===== config.mk =====
export PLATFORM = sky130hd
export DESIGN_NAME = gate_vector_engine
export DESIGN_NICKNAME = d
export VERILOG_FILES = /design/src/rtl/chip_pkg.sv /design/src/rtl/sync2.sv /design/src/rtl/gate_vector_engine.sv
export SDC_FILE = /design/constraint.sdc
export NUM_CORES = 1
export LEC_CHECK = 0
export ABC_AREA = 1
export BUFFER_PORTS_ARGS = -buffer_cell sky130_fd_sc_hd__buf_2
export CAP_MARGIN = 20
export CORE_ASPECT_RATIO = 1.25
export CORE_MARGIN = 1.5
export CORE_UTILIZATION = 60
export CTS_BUF_LIST = sky130_fd_sc_hd__clkbuf_4
export CTS_CLUSTER_SIZE = 30
export DETAILED_ROUTE_END_ITERATION = 6
export HOLD_SLACK_MARGIN = 0.02
export PLACE_DENSITY = 0.89
export REMOVE_ABC_BUFFERS = 1
export SKIP_CTS_REPAIR_TIMING = 1
export SLEW_MARGIN = 15
export SYNTH_ARGS = -nofsm -noshare
export SYNTH_HDL_FRONTEND = slang
export SYNTH_SLANG_ARGS = --single-unit
export TNS_END_PERCENT = 50

===== constraint.sdc =====
create_clock -name Clk -period 2.8 [get_ports Clk]
set_clock_uncertainty 0.1 [all_clocks]
set_input_delay 0.14 -clock Clk [delete_from_list [all_inputs] [get_ports Clk]]
set_output_delay 0.14 -clock Clk [all_outputs]
set_load 0.02 [all_outputs]

===== src/rtl/chip_pkg.sv =====
// Shared types and truth-table helper for the quad 2-input gate tester.
package chip_pkg;

    // Chip selection codes; values 5..7 are not a supported chip.
    typedef enum logic [2:0] {
        CHIP_7400 = 3'd0,   // NAND
        CHIP_7408 = 3'd1,   // AND
        CHIP_7432 = 3'd2,   // OR
        CHIP_7486 = 3'd3,   // XOR
        CHIP_7402 = 3'd4    // NOR
    } chip_t;

    // Sequencer states.
    typedef enum logic [1:0] {
        ST_IDLE   = 2'd0,
        ST_SETTLE = 2'd1,
        ST_SAMPLE = 2'd2,
        ST_DONE   = 2'd3
    } state_t;

    // AB = 00, 01, 10, 11 applied to every gate in turn.
    localparam int NUM_VECTORS = 4;

    // Output a single healthy gate of the given chip produces for inputs a, b.
    function automatic logic expected_y(chip_t chip, logic a, logic b);
        logic y;
        case (chip)
            CHIP_7400: y = ~(a & b);
            CHIP_7408: y = a & b;
            CHIP_7432: y = a | b;
            CHIP_7486: y = a ^ b;
            CHIP_7402: y = ~(a | b);
            default:   y = 1'b0;
        endcase
        return y;
    endfunction

    // True when the raw selection code names a supported chip.
    function automatic logic chip_sel_valid(logic [2:0] sel);
        return (sel <= 3'd4);
    endfunction

endpackage


===== src/rtl/sync2.sv =====
// Two-flop synchroniser bringing asynchronous chip outputs into the Clk domain.
module sync2 #(
    parameter int WIDTH = 1
) (
    input  logic             i_clk,
    input  logic             i_reset,
    input  logic [WIDTH-1:0] i_d,
    output logic [WIDTH-1:0] o_q
);

    logic [WIDTH-1:0] r_meta;
    logic [WIDTH-1:0] r_sync;

    // Capture the raw input, then re-register it to let metastability resolve.
    always_ff @(posedge i_clk) begin
        if (i_reset) begin
            r_meta <= '0;
            r_sync <= '0;
        end else begin
            r_meta <= i_d;
            r_sync <= r_meta;
        end
    end

    assign o_q = r_sync;

endmodule


===== src/rtl/gate_vector_engine.sv =====
// Test-vector sequencer for quad 2-input gate chips: sweeps AB over all four
// gates, waits for the chip to settle, samples and compares against the truth
// table, and reports pass / per-gate fail mask / first failing vector.
//
// Handshake: start is a one-cycle request, accepted only while IDLE (ignored
// otherwise); done is a one-cycle strobe marking the cycle in which pass,
// fail_mask, fail_vec and bad_sel are first valid. Those results then hold
// until the next accepted start or Reset.
import chip_pkg::*;

module gate_vector_engine #(
    parameter int SETTLE_CYCLES = 50
) (
    input  logic       Clk,
    input  logic       Reset,
    input  logic       start,
    input  logic [2:0] chip_sel,
    input  logic [3:0] gate_y,
    output logic [3:0] gate_a,
    output logic [3:0] gate_b,
    output logic       drive_en,
    output logic       busy,
    output logic       done,
    output logic       pass,
    output logic [3:0] fail_mask,
    output logic [1:0] fail_vec,
    output logic       bad_sel,
    output logic [1:0] dbg_state
);

    localparam int CW = $clog2(SETTLE_CYCLES);
    localparam logic [CW-1:0] RELOAD = CW'(SETTLE_CYCLES - 1);
    localparam logic [1:0]    LAST_VEC = 2'(NUM_VECTORS - 1);

    state_t        r_state;
    state_t        w_next;
    chip_t         r_chip;
    logic [1:0]    r_vec;
    logic [CW-1:0] r_cnt;
    logic          r_pass;
    logic [3:0]    r_mask;
    logic [1:0]    r_fail_vec;
    logic          r_bad_sel;

    logic          w_drive;
    logic          w_busy;
    logic          w_done;
    logic          w_sel_ok;
    logic [3:0]    w_y_sync;
    logic [3:0]    w_expected;
    logic [3:0]    w_mismatch;

    sync2 #(.WIDTH(4)) u_sync_y (
        .i_clk   (Clk),
        .i_reset (Reset),
        .i_d     (gate_y),
        .o_q     (w_y_sync)
    );

    assign w_sel_ok   = chip_sel_valid(chip_sel);
    // All four gates see the same vector, so they share one expected value.
    assign w_expected = {4{expected_y(r_chip, r_vec[1], r_vec[0])}};
    assign w_mismatch = w_y_sync ^ w_expected;

    // State register.
    always_ff @(posedge Clk) begin
        if (Reset) begin
            r_state <= ST_IDLE;
        end else begin
            r_state <= w_next;
        end
    end

    // Next-state and per-state output decode.
    always_comb begin
        w_next  = r_state;
        w_drive = 1'b0;
        w_busy  = 1'b0;
        w_done  = 1'b0;
        case (r_state)
            ST_IDLE: begin
                if (start) begin
                    w_next = w_sel_ok ? ST_SETTLE : ST_DONE;
                end
            end
            ST_SETTLE: begin
                w_drive = 1'b1;
                w_busy  = 1'b1;
                if (r_cnt == '0) begin
                    w_next = ST_SAMPLE;
                end
            end
            ST_SAMPLE: begin
                w_drive = 1'b1;
                w_busy  = 1'b1;
                w_next  = (r_vec == LAST_VEC) ? ST_DONE : ST_SETTLE;
            end
            ST_DONE: begin
                w_done = 1'b1;
                w_next = ST_IDLE;
            end
            default: begin
                w_next = ST_IDLE;
            end
        endcase
    end

    // Vector index, settle counter and result accumulation.
    always_ff @(posedge Clk) begin
        if (Reset) begin
            r_chip     <= CHIP_7400;
            r_vec      <= '0;
            r_cnt      <= '0;
            r_pass     <= 1'b0;
            r_mask     <= '0;
            r_fail_vec <= '0;
            r_bad_sel  <= 1'b0;
        end else begin
            case (r_state)
                ST_IDLE: begin
                    if (start) begin
                        r_pass     <= 1'b0;
                        r_mask     <= '0;
                        r_fail_vec <= '0;
                        r_vec      <= '0;
                        if (w_sel_ok) begin
                            r_chip    <= chip_t'(chip_sel);
                            r_cnt     <= RELOAD;
                            r_bad_sel <= 1'b0;
                        end else begin
                            r_bad_sel <= 1'b1;
                        end
                    end
                end
                ST_SETTLE: begin
                    if (r_cnt != '0) begin
                        r_cnt <= r_cnt - 1'b1;
                    end
                end
                ST_SAMPLE: begin
                    r_mask <= r_mask | w_mismatch;
                    // An empty mask means nothing has failed yet this sweep.
                    if ((r_mask == '0) && (w_mismatch != '0)) begin
                        r_fail_vec <= r_vec;
                    end
                    if (r_vec != LAST_VEC) begin
                        r_vec <= r_vec + 1'b1;
                        r_cnt <= RELOAD;
                    end else begin
                        // Pass is settled here so it is already valid alongside done.
                        r_pass <= ((r_mask | w_mismatch) == '0) && !r_bad_sel;
                    end
                end
                ST_DONE: begin
                    r_vec <= '0;
                end
                default: begin
                    r_vec <= '0;
                end
            endcase
        end
    end

    assign gate_a    = w_drive ? {4{r_vec[1]}} : 4'h0;
    assign gate_b    = w_drive ? {4{r_vec[0]}} : 4'h0;
    assign drive_en  = w_drive;
    assign busy      = w_busy;
    assign done      = w_done;
    assign pass      = r_pass;
    assign fail_mask = r_mask;
    assign fail_vec  = r_fail_vec;
    assign bad_sel   = r_bad_sel;
    assign dbg_state = r_state;

endmodule

==> summary.md, run 1 <==
| Metric | Value |
|---|---|
| Status | complete, no violations |
| Fin crit period | 2.03 ns |
| Fin. Hold Viols | 0 |
| Cell Chain, Critical Path | inv_1 -> ha_1 -> inv_2 -> nor2_1 -> nor2_1 -> nand3_1 -> nor2_2 -> inv_2 -> nor2_1 -> nand2_1 -> o21ai_1 -> a31oi_1 |
| Vias in the first global route | 1178 |
| Met2 WL | 1620 µm |
| CP Capture Type | flop |
| Final hold slack | 0.0172 ns |
| Cell with the most instances after synthesis | nand2_1 |
| Worst path most repeated cell | nor2_1 |
| FP Rows | 20 |
| Clock Latency Late Sink | 0.33 ns |
| CP top delay family | simple AND/OR/NAND/NOR gates |
| Worst-margin pin slew | 0.341 ns |
| Fin. max-slew vios | 0 |
| Maximum vdd drop | 712 µV |
| CTS tree | built |
| Synthesized area | 1500 µm² |
| WL/cell | 10.9 µm |
| Post-Syn Area per Cell | 6.89 µm² |
| Largest net degree at the start of global routing | 19 |
| RR Endpoint | r_cnt[5] |
| Hold crit path type | primary input to flop |
| Crit path DAT | 2.14 ns |
| Combinational Power Share | 0.525 |
| CP Max Fanout | 5 |
| Clock power share | 0.134 |
| First-pass GRT wire length | 4690 µm |
| Diode count | 0 |
| Die ar. | 2800 µm² |
| CTS Sinks | 29 |
| Asr flop ratio synth | 0 |
| DR WL met3 | 137 µm |
| Critical path class | flop to flop |
| Final Wtd Congestion | 0.840 |
| Initial antenna violation count | 0 |
| Die Span Y | 58.8 µm |
| Sw Share | 0.477 |
| Routed WL | 3110 µm |
| DR pass1 iterations | 4 |
| Initial Util | 0.622 |
| CP required | 2.91 ns |
| TritonCTS Buffers | 5 |
| Crit start category | flop |
| DRC violations left | 0 |
| Crit path launch | dbg_state[0] |
| Critical Path Sink | r_cnt[5] |
| Psw | 0.000830 W |
| Fill count | 214 |
| Crit Reg-Reg Startpoint | dbg_state[0] |
| Post-Route Setup TNS | 0 ns |
| Via density | 5.00 |
| Max Clk Rate | 0.492 GHz |
| Max layer used | met4 |
| Total gr overflow | 0 |
| Multi-input gate area | 704 µm² |
| R2R Setup Slk | 0.77 ns |
| Die W | 47.7 µm |
| Vias | 1425 |
| DR iter-0 viols | 40 |
| Post-DRT Antenna Nets | 0 |
| Clock Tree Root | clkbuf_4 |
| Seq cells post-synth | 29 |
| Relative slew slack | 0.773 |
| PnR worst setup slack | 0.766 ns |
| Critical Path Stages | 12 |
| Met1 Routed Length | 1300 µm |
| Period Utilization, post-route | 0.726 |
| Gate Count Post-Synth | 217 |
| RSZ-0062 raised after global routing | false |
| Commonest cells in the netlist | nand2_1, inv_1, nor2_1 |
| Area growth syn-to-layout | 16.2% |
| Yosys warnings | 0 |
| I/O pins | 31 |
| Clock slew at reported path FFs | 0.08 ns |
| Yosys top cell by area | dfxtp_1 |
| Reg power frac | 0.341 |
| Total of max-cap violations | 0 |
| Sequential-to-total area share from yosys stat | 0.388 |
| Synth cell types | 27 |
| Largest buffer count on any clock path | 2 |
| CP max stage cell | dfxtp_1 |
| Reg2reg path depth | 12 |
| Net count, final | 269 |
| Total track usage | 0.239 |
| Post-DP HPWL | 2310 µm |
| Core Area | 2400 µm² |
| PD cells | 1000 nW/µm² |
| Share of the synthesized area in the top cell type | 0.388 |
| Post-synth EDFFs | 0 |
| Share of cells above drive strength 1 | 0.179 |
| Area contributors post-synth | dfxtp_1, nand2_1, inv_1, nor2_1, ha_1 |
| Post-synth top flop | dfxtp_1 |
| Setup WS pre-CTS | 0.792 ns |
| Buffers & Inverters on Critical Path | 3 |
| P_int | 0.000910 W |
| Input/output buffers | 30 |
| Htree depth | 2 |
| CP max stage delay | 0.42 ns |
| Leakage | 0.898 nW |
| Flip-flop and latch area | 581 µm² |
| Final setup viols | 0 |
[tightest hold or removal path, stage by stage]
cell     delay (ns)
buf_2          0.09
o21ai_0        0.08
nor2_1         0.11
[metal layers]
metal	track usage	up-vias
li1	-	747
met1	0.254	639
met2	0.409	32
met3	0.0951	7
met4	0.0927	0
met5	0	-
[registers in the layout, summed over array words and instances, names as in the netlist]
| name | flops |
|---|---|
| r_cnt | 6 |
| r_vec | 2 |
| fail_mask | 4 |
| fail_vec | 2 |
| u_sync_y.r_meta | 4 |
| u_sync_y.o_q | 4 |
| bad_sel | 1 |
| dbg_state | 2 |
| r_chip | 3 |
| pass | 1 |
[power groups by stage]
| stage | Clock, W | Sequential [W] | Combinational (W) |
|---|---|---|---|
| floorplan | 0 | 0.000640 | 0.000637 |
| global placement | 0 | 0.000600 | 0.000882 |
| detailed placement | 0 | 0.000603 | 0.000898 |
| CTS | 0.000238 | 0.000594 | 0.000905 |
| global route | 0.000258 | 0.000609 | 0.00102 |
| finish | 0.000233 | 0.000594 | 0.000912 |
[cell families (layout without fill, tap and decap cells)]
group	count (synthesis)	in the layout	synth area share
buf+inv	49	84	0.141
fa+ha+maj	8	8	0.0669
simple gates	99	99	0.285
compound gates	32	32	0.119
flops	29	29	0.388
[final cells by class]
type                       count  share of cell area
multi-input combinational    139               0.406
sequential                    29               0.334
timing repair buffer          36               0.121
inverter                      40              0.0865
tap                           33              0.0238
clock buffer                   5              0.0216
clock inverter                 3             0.00720
[cells in the final DEF (no fill, tap or decap), drive strengths merged]
cell         count
a31oi            2
nand3            9
clkbuf           5
nand2           43
nor4             1
nor2            35
inv             38
clkinv           5
or2              1
dlygate4sd3      6
o31ai            1
ha               8
dfxtp           29
a22oi            1
nand4            7
o22ai            1
a211oi           2
nor3             3
o21ai           13
a21oi           12
buf             30
[worst min path at each step]
stage | startpoint | endpoint | slack [ns] | cells after the start
final | chip_sel[2] | r_chip[2] | 0.02 | 3
after global routing | chip_sel[2] | r_chip[2] | 0.07 | 3
after CTS | gate_y[1] | u_sync_y.r_meta[1] | -0.11 | 3
after detailed placement | gate_y[1] | u_sync_y.r_meta[1] | 0.25 | 3
after global placement | gate_y[3] | u_sync_y.r_meta[3] | 0.24 | 3
after floorplan | Reset | dbg_state[0] | 0.11 | 1
[per-stage QoR]
stage | utilization | power [W] | cell area, µm² | cells
6_report | 0.723 | 0.00174 | 1740 | 285
5_1_grt | 0.723 | 0.00189 | 1740 | 285
4_1_cts | 0.698 | 0.00174 | 1680 | 279
3_5_place_dp | 0.677 | 0.00150 | 1630 | 271
3_3_place_gp | 0.677 | 0.00148 | 1630 | 271
2_1_floorplan | - | 0.00128 | 1440 | 208
No activity file was read; power rests on OpenSTA's default activity.
==> run 2, diff against run 1 <==
--- a/config.mk
+++ b/config.mk
@@ -10,12 +10,12 @@
 export CAP_MARGIN = 20
 export CORE_ASPECT_RATIO = 1.25
 export CORE_MARGIN = 1.5
-export CORE_UTILIZATION = 60
+export CORE_UTILIZATION = 56
 export CTS_BUF_LIST = sky130_fd_sc_hd__clkbuf_4
 export CTS_CLUSTER_SIZE = 30
 export DETAILED_ROUTE_END_ITERATION = 6
 export HOLD_SLACK_MARGIN = 0.02
-export PLACE_DENSITY = 0.89
+export PLACE_DENSITY = 0.84
 export REMOVE_ABC_BUFFERS = 1
 export SKIP_CTS_REPAIR_TIMING = 1
 export SLEW_MARGIN = 15
==> constraint.sdc (replaced) <==
create_clock -name Clk -period 1.9 [get_ports Clk]
set_clock_uncertainty 0.1 [all_clocks]
set_input_delay 0.095 -clock Clk [delete_from_list [all_inputs] [get_ports Clk]]
set_output_delay 0.095 -clock Clk [all_outputs]
set_load 0.02 [all_outputs]
==> summary.md, run 2 (same netlist as run 1, synthesis figures left out) <==
| Metric | Value |
|---|---|
| Largest net degree at the start of global routing | 19 (unchanged) |
| TritonCTS Buffers | 5 (unchanged) |
| Final setup viols | 0 (unchanged) |
| Clock Tree Root | clkbuf_4 |
| Reg2reg path depth | 13 (+1) |
| Cells after DPL | 275 (+1.5%) |
| Final Wtd Congestion | 0.802 (-4.4%) |
| Most flops, register | r_cnt |
| Vias | 1455 (+2.1%) |
| PD cells | 1480 nW/µm² (+48%) |
| CTS tree | built |
| Total of max-cap violations | 0 (unchanged) |
| Fin crit period | 1.78 ns (-0.257 ns) |
| Flip-flop and latch area | 587 µm² (+1.1%) |
| Clock Latency Late Sink | 0.33 ns (about the same) |
| Total track usage | 0.226 (-0.0134) |
| Initial Util | 0.604 (-0.0189) |
| Via density | 5.00 (unchanged) |
| Area growth syn-to-layout | 26.3% |
| Net count, final | 275 (+2.2%) |
| CP max stage cell | dfxtp_2 |
| I/O pins | 31 (unchanged) |
| Buffers & Inverters on Critical Path | 1 (-2) |
| Fill count | 183 (-14%) |
| Share of cells above drive strength 1 | 0.287 (+0.108) |
| Clock slew at reported path FFs | 0.10 ns (+0.02 ns) |
| Initial antenna violation count | 0 (unchanged) |
| Critical path class | flop to flop |
| Worst-margin pin slew | 0.337 ns (-0.00407 ns) |
| DRC violations left | 0 (unchanged) |
| CP Max Fanout | 5 (unchanged) |
| Relative slew slack | 0.776 (+0.00272) |
| Worst path most repeated cell | nand2_2 |
| Max FFs per register | 6 (unchanged) |
| Setup WS pre-CTS | -0.0133 ns (-0.805 ns) |
| Post-Route Setup TNS | 0 ns (unchanged) |
| Fin. Hold Viols | 0 (unchanged) |
| CP top delay family | simple AND/OR/NAND/NOR gates |
| Most frequent cells in the layout | nor2_1, inv_1, nand2_1 |
| Leakage | 0.947 nW (+5.5%) |
| Maximum vdd drop | 1130 µV (+58%) |
| Core Area | 2480 µm² (+3.1%) |
| DR iter-0 viols | 29 (-28%) |
| First-pass GRT wire length | 5140 µm (+9.5%) |
| RSZ-0062 raised after global routing | true |
| FP Rows | 20 (unchanged) |
| Routed WL | 3230 µm (+4.1%) |
| Crit start category | flop |
| Diode count | 0 (unchanged) |
| Critical Path Stages | 13 (+1) |
| CP max stage delay | 0.37 ns (-0.05 ns) |
| Cell Chain, Critical Path | inv_2 -> ha_4 -> nand2_2 -> nand3_4 -> nand3_4 -> nand2_2 -> nand2_2 -> nor2_2 -> nand2_1 -> nand2_2 -> nand2_4 -> a21oi_1 -> nor2_1 |
| Input/output buffers | 30 (unchanged) |
| Htree depth | 2 (unchanged) |
| Die ar. | 2990 µm² (+6.7%) |
| Most common cell after layout, fill and taps aside | nor2_1 |
| Total gr overflow | 0 (unchanged) |
| Status | complete, no violations |
| CP Capture Type | flop |
| Hold Path Depth | 2 (-1) |
| Period Utilization, post-route | 0.935 (+0.209) |
| Die Span Y | 60.8 µm (+3.3%) |
| Max Clk Rate | 0.563 GHz (+14%) |
| Post-DP HPWL | 2350 µm (+2.0%) |
| Vias in the first global route | 1234 (+4.8%) |
| Post-DRT Antenna Nets | 0 (unchanged) |
| Fin. max-slew vios | 0 (unchanged) |
| CTS Sinks | 29 (unchanged) |
| Crit path DAT | 1.90 ns (-0.24 ns) |
| WL/cell | 11.1 µm (+2.0%) |
| Core Util, Final | 0.762 (+0.0392) |
| Largest buffer count on any clock path | 2 (unchanged) |
| Hold crit path type | primary input to flop |
| Multi-input gate area | 800 µm² (+13%) |
| Non-Filler Instances | 291 (+2.1%) |
| CP required | 2.02 ns (-0.89 ns) |
| PnR worst setup slack | 0.124 ns (-0.643 ns) |
| DR pass1 iterations | 5 (+1) |
| Die W | 49.2 µm (+3.3%) |
## run 2: layout make-up
| class | instances | area share |
|---|---|---|
| tap | 33 | 0.0219 |
| timing repair buffer | 42 | 0.137 |
| clock inverter | 3 | 0.00663 |
| multi-input combinational | 139 | 0.423 |
| clock buffer | 5 | 0.0199 |
| sequential | 29 | 0.311 |
| inverter | 40 | 0.0808 |
## run 2: layer usage
layer	GRT usage	part of all wire
met5	0	0
met4	0.0735	0.012
met3	0.0813	0.050
met2	0.396	0.50
met1	0.259	0.44
## run 2: report_power, final
| part | internal (W) | switching, W | total, W |
|---|---|---|---|
| registers | 0.000762 | 0.000120 | 0.000882 |
| logic | 0.000589 | 0.000982 | 0.00157 |
| clock network | 0.000133 | 0.000212 | 0.000346 |
| total | 0.00148 | 0.00131 | 0.00280 |
## run 2: final timing paths
check,slack (ns),start,endpoint
max,0.12,r_vec[0],fail_vec[1]
min reg2reg,0.31,u_sync_y.r_meta[1],u_sync_y.o_q[1]
max reg2reg,0.12,r_vec[0],fail_vec[1]
min,0.04,Reset,r_chip[1]
## run 2: stage by stage
step                hold WS, ns  instance area [µm²]  power, W
global placement          0.194                 1660   0.00227
finish                   0.0383                 1890   0.00280
detailed placement        0.202                 1660   0.00228
global route             0.0504                 1890   0.00304
floorplan                0.0641                 1440   0.00188
CTS                      -0.131                 1710   0.00262
